**config.mk**
```make
export PLATFORM = sky130hd
export DESIGN_NAME = mem_stage
export DESIGN_NICKNAME = d
export VERILOG_FILES = /design/src/rtl/mem_stage.sv
export SDC_FILE = /design/constraint.sdc
export NUM_CORES = 1
export LEC_CHECK = 0
export ABC_AREA = 1
export CELL_PAD_IN_SITES_DETAIL_PLACEMENT = 1
export CELL_PAD_IN_SITES_GLOBAL_PLACEMENT = 2
export CORE_ASPECT_RATIO = 1.25
export CORE_MARGIN = 1.5
export CORE_UTILIZATION = 17
export DETAILED_ROUTE_END_ITERATION = 10
export PLACE_DENSITY = 0.84
export SKIP_CTS_REPAIR_TIMING = 1
export SLEW_MARGIN = 10
export SYNTH_ARGS = -nofsm -noshare
export SYNTH_HDL_FRONTEND = slang
export SYNTH_SLANG_ARGS = --single-unit
```
**constraint.sdc**
```tcl
create_clock -name clk -period 2.3 [get_ports clk]
set_input_delay 0.46 -clock clk [delete_from_list [all_inputs] [get_ports clk]]
set_output_delay 0.46 -clock clk [all_outputs]
set_load 0.1 [all_outputs]
```
**src/rtl/mem_stage.sv**
```systemverilog
// rtl/mem_stage.sv - RV32I MEM stage: byte-serial loads/stores over the shared memory port
module mem_stage (
    input  logic        clk,
    input  logic        rst,
    input  logic [4:0]  wd_i,
    input  logic        wreg_i,
    input  logic [31:0] wdata_i,
    input  logic [5:0]  memop_type_i,
    input  logic [31:0] mem_w_data_i,
    output logic [4:0]  mem_wd_o,
    output logic        mem_wreg_o,
    output logic [31:0] mem_wdata_o,
    output logic [5:0]  memop_type_o,
    output logic [31:0] mem_w_data_o,
    output logic        stall_req_o,
    output logic        mem_req_o,
    output logic        mem_we_o,
    output logic [31:0] mem_a_o,
    output logic [7:0]  mem_dout_o,
    input  logic [7:0]  mem_din_i,
    input  logic        mem_gnt_i
);
    localparam logic [5:0] OP_NONE = 6'h00;
    localparam logic [5:0] OP_LB   = 6'h01;
    localparam logic [5:0] OP_LH   = 6'h02;
    localparam logic [5:0] OP_LW   = 6'h03;
    localparam logic [5:0] OP_LBU  = 6'h04;
    localparam logic [5:0] OP_LHU  = 6'h05;
    localparam logic [5:0] OP_SB   = 6'h06;
    localparam logic [5:0] OP_SH   = 6'h07;
    localparam logic [5:0] OP_SW   = 6'h08;

    typedef enum logic [1:0] {S_IDLE, S_BUSY, S_LASTRD, S_DONE} state_t;

    state_t      state_q;
    logic [1:0]  idx_q;
    logic [1:0]  rd_idx_q;
    logic        rd_pend_q;
    logic [31:0] buf_q;

    logic        is_load;
    logic        is_store;
    logic [1:0]  last_idx;
    logic        rd_grant;

    always_comb begin
        is_load  = 1'b0;
        is_store = 1'b0;
        last_idx = 2'd3;
        case (memop_type_i)
            OP_NONE:        is_load = 1'b0;
            OP_LB, OP_LBU:  begin is_load  = 1'b1; last_idx = 2'd0; end
            OP_LH, OP_LHU:  begin is_load  = 1'b1; last_idx = 2'd1; end
            OP_LW:          is_load  = 1'b1;
            OP_SB:          begin is_store = 1'b1; last_idx = 2'd0; end
            OP_SH:          begin is_store = 1'b1; last_idx = 2'd1; end
            OP_SW:          is_store = 1'b1;
            default:        is_load = 1'b0;
        endcase
    end

    assign rd_grant = (state_q == S_BUSY) && mem_gnt_i && is_load;

    always_ff @(posedge clk) begin
        if (rst) begin
            state_q   <= S_IDLE;
            idx_q     <= 2'd0;
            rd_idx_q  <= 2'd0;
            rd_pend_q <= 1'b0;
            buf_q     <= 32'd0;
        end else begin
            // Read data trails its grant by one cycle, so capture uses the index saved at grant time.
            if (rd_pend_q)
                buf_q[{rd_idx_q, 3'b000} +: 8] <= mem_din_i;
            rd_pend_q <= rd_grant;
            case (state_q)
                S_IDLE: begin
                    idx_q <= 2'd0;
                    if (is_load || is_store)
                        state_q <= S_BUSY;
                end
                S_BUSY: begin
                    if (mem_gnt_i) begin
                        idx_q <= idx_q + 2'd1;
                        if (is_load)
                            rd_idx_q <= idx_q;
                        if (idx_q == last_idx)
                            state_q <= is_load ? S_LASTRD : S_DONE;
                    end
                end
                S_LASTRD: state_q <= S_DONE;
                S_DONE:   state_q <= S_IDLE;
                default:  state_q <= S_IDLE;
            endcase
        end
    end

    always_comb begin
        mem_wd_o     = 5'd0;
        mem_wreg_o   = 1'b0;
        mem_wdata_o  = 32'd0;
        memop_type_o = 6'd0;
        mem_w_data_o = 32'd0;
        stall_req_o  = 1'b0;
        mem_req_o    = 1'b0;
        mem_we_o     = 1'b0;
        mem_a_o      = 32'd0;
        mem_dout_o   = 8'd0;
        if (!rst) begin
            mem_wd_o     = wd_i;
            mem_wreg_o   = wreg_i;
            mem_wdata_o  = wdata_i;
            memop_type_o = memop_type_i;
            mem_w_data_o = mem_w_data_i;
            case (state_q)
                S_IDLE: begin
                    if (is_load || is_store) begin
                        stall_req_o = 1'b1;
                        mem_wreg_o  = 1'b0;
                    end
                end
                S_BUSY: begin
                    stall_req_o = 1'b1;
                    mem_wreg_o  = 1'b0;
                    mem_req_o   = 1'b1;
                    mem_we_o    = is_store;
                    mem_a_o     = wdata_i + {30'd0, idx_q};
                    mem_dout_o  = mem_w_data_i[{idx_q, 3'b000} +: 8];
                end
                S_LASTRD: begin
                    stall_req_o = 1'b1;
                    mem_wreg_o  = 1'b0;
                end
                S_DONE: begin
                    case (memop_type_i)
                        OP_LB:   mem_wdata_o = {{24{buf_q[7]}}, buf_q[7:0]};
                        OP_LBU:  mem_wdata_o = {24'd0, buf_q[7:0]};
                        OP_LH:   mem_wdata_o = {{16{buf_q[15]}}, buf_q[15:0]};
                        OP_LHU:  mem_wdata_o = {16'd0, buf_q[15:0]};
                        OP_LW:   mem_wdata_o = buf_q;
                        default: mem_wdata_o = wdata_i;
                    endcase
                end
                default: stall_req_o = 1'b0;
            endcase
        end
    end
endmodule

```
==> results_dict.tcl <==
set metrics [dict create \
    status "complete, but fails checks" \
    violations "negative setup slack" \
    mostFrequentLayoutCells "buf_4 (152), buf_12 (133), nand2_1 (87)" \
    crit_type "reg -> out" \
    synth_edf_count 0 \
    max_stage_delay_ns 0.35 \
    finalHoldViolCount 0 \
    clockPowerShare_pct 17.9 \
    cp-end-kind "primary output" \
    path_cells "ha_4 > fa_2 > nand3_4 > nor2_4 > inv_2 > nor2_4 > nand2_4 > nor2_2 > nand3_1 > inv_1 > o21ai_0 > a21oi_4 > buf_12" \
    rows 62 \
    ys_types 46 \
    fin_ws_ns -0.516 \
    synth_cells 690 \
    initial_core_util_pct 17.3 \
    drtIter0Drc 215 \
    die_y_um 174 \
    crit_path_start_kind "flop" \
    numCtsBuffers 5 \
    ys_seq_area_share_pct 19.6 \
    hold-path-cell-count 2 \
    ctsRootBufferMaster "clkbuf_16" \
    grt_use_total_pct 18.6 \
    fin_nets 1164 \
    tns_ns -15.59 \
    pre_cts_ws_ns -0.985 \
    drc_errors 0 \
    pwr-share-seq_pct 15.0 \
    core_mm2 0.0230 \
    synth_warnings 0 \
    r2r-end "buf_q[24]" \
    hold_path_end "buf_q[18]" \
    p_leak_nw 4.58 \
    globalplace.congestion 0.844 \
    syn_area_mm2 0.00399 \
    cts.sinks 39 \
    vias_per_cell 4.69 \
    drive_gt1_share_pct 53.2 \
    tightest_slew_ns 0.563 \
    fmax_mhz 355 \
    drtPass1Iterations 4 \
    top_level_ports 206 \
    rsz0062_at_grt "true" \
    ys_ff_latch 39 \
    ff2ff_path_depth 5 \
    min_from "buf_q[18]" \
    holdCritPathClass "reg -> reg" \
    synth_area_leaders "dfxtp_1 (20%), nor2_1 (10%), nand2_1 (9.8%), a21oi_1 (9.3%), inv_1 (8.6%)" \
    cp_max_fo 4 \
    r2r-start "rd_idx_q[0]" \
    switchingPower_w 0.00230 \
    grt_max_degree 80 \
    p_per_area_mw_per_mm2 417 \
    clockBufferDepth 2 \
    postRouteAntennaNets 0 \
    seq_area_um2 787 \
    ff2ff_setup_slack_ns 0.31 \
    worst_skew_pair.late_latency_ns 0.30 \
    synth-main-ff-cell "dfxtp_1" \
    synthArstFlopShare_pct 0 \
    worstSetupStartpoint "idx_q[0]" \
    synth_top_area_share_pct 19.6 \
    fin_crit_sh_pct 122 \
    fin_util_pct 49.0 \
    setup_viol 69 \
    fillers 2533 \
    vias 6368 \
    grt_pass1_wl_um 35300 \
    cts.reportedPaths.clkPinSlew_ns 0.07 \
    area_growth_pct 183 \
    final_common_cell "buf_4" \
    overflow 0 \
    pwr-share-comb_pct 67.2 \
    power_w 0.00471 \
    p_sw_share_pct 48.8 \
    wl_um 26700 \
    die_w_um 140 \
    max-cap-violations 0 \
    io_buffers 205 \
    cts_max_level 2 \
    worst_path_max_delay_cell "dfxtp_2" \
    min_period_ns 2.82 \
    grt_antenna_before_repair 4 \
    dp_hpwl_um 19900 \
    worst_hold_slack_ns 0.475 \
    peakVddDrop_mv 0.231 \
    skew_ns 0.00977 \
    multi_input_area_mm2 0.00442 \
    cts_tree "yes" \
    syn_nets 789 \
    cp.required_ns 1.84 \
    path_common_cell "nor2_4" \
    p_int_w 0.00241 \
    grt_pass1_vias 6393 \
    maxSlewViolCount 0 \
    slew_headroom_pct 62.3 \
    drt-wirelength-per-cell_um 19.7 \
    dieArea_mm2 0.0244 \
    critPathArrivalTime_ns 2.36 \
    syn_area_per_cell_um2 5.79 \
    netlist.top_cell.by_area "dfxtp_1" \
]
registers in the layout, summed over array words and instances (netlist names):
name	flops
idx_q	2
rd_pend_q	1
rd_idx_q	2
buf_q	32
state_q	2
worst max-delay path by stage:
stage / slack [ns] / endpoint / cells past startpoint
finish: -0.52 / mem_a_o[20] / 13
global route: -0.62 / mem_a_o[20] / 13
CTS: -1.00 / mem_a_o[26] / 14
detailed placement: -0.98 / mem_a_o[26] / 14
global placement: -0.94 / mem_a_o[26] / 14
floorplan: -0.62 / mem_a_o[0] / 4
layout make-up:
class / count / share of cell area (%)
repair inverters: 1 / 0.144
flip-flops and latches: 39 / 6.97
well taps: 288 / 3.19
clock buffers: 6 / 1.23
diodes: 4 / 0.0887
multi-input cells: 518 / 39.2
clock inverters: 2 / 0.310
inverters: 98 / 3.56
repair buffers: 402 / 45.4
through the flow:
step / area, um^2 / std cells
floorplan: 5340 / 690
global placement: 9980 / 1310
detailed placement: 9980 / 1310
CTS: 10200 / 1318
global route: 11300 / 1358
finish: 11300 / 1358
cell families (layout without fill, tap and decap cells):
group / after synthesis / in the layout / synth area share (%)
xor gates and xnor gates: 3 / 3 / 0.658
AOI/OAI and AO/OA: 189 / 189 / 26.0
buffers and inverters: 133 / 509 / 13.6
adders and majority gates: 12 / 12 / 3.95
DFF: 39 / 39 / 19.6
other: 0 / 4 / 0
and+or+nand+nor: 314 / 314 / 36.2
per-layer routing:
| metal | share of wire [%] | vias to the layer above | GRT usage [%] |
|---|---|---|---|
| met5 | 0 | - | 0 |
| met4 | 4.4 | 0 | 8.46 |
| met3 | 2.0 | 52 | 2.07 |
| met2 | 56 | 131 | 34.9 |
| met1 | 38 | 3107 | 21.0 |
| li1 | - | 3078 | - |
power groups by stage:
stage	clock network, W	registers, W	logic [W]
after CTS	0.000845	0.000702	0.00293
final	0.000841	0.000705	0.00316
after detailed placement	0	0.000717	0.00293
after floorplan	0	0.000720	0.00171
after global routing	0.000878	0.000707	0.00327
after global placement	0	0.000717	0.00290
synthesized netlist by cell type (2+ instances only):
| cell type | count |
|---|---|
| nand2_4 | 2 |
| buf_2 | 4 |
| nor2_2 | 6 |
| buf_6 | 4 |
| o31ai_1 | 2 |
| nand2_1 | 104 |
| xnor2_1 | 2 |
| nand3_1 | 38 |
| clkbuf_1 | 25 |
| o21a_1 | 2 |
| o21ai_1 | 18 |
| nor2_4 | 3 |
| nor3_1 | 14 |
| nor2_1 | 106 |
| inv_1 | 91 |
| ha_1 | 11 |
| a31oi_1 | 25 |
| a22oi_1 | 12 |
| clkinv_1 | 3 |
| o21ai_0 | 50 |
| a21oi_1 | 74 |
| inv_2 | 3 |
| buf_4 | 2 |
| nand4_1 | 25 |
| dfxtp_1 | 39 |
| nand3b_1 | 2 |
| or2_2 | 2 |
| nor4_1 | 3 |
worst max-delay path, delay by kind of cell, from the launching register on:
family	cells	cell delay, ns
buf+inv	3	0.35
compound gates	2	0.31
flops	1	0.35
fa+ha+maj	2	0.36
simple gates	6	0.68
(Power assumes the default switching activity.)
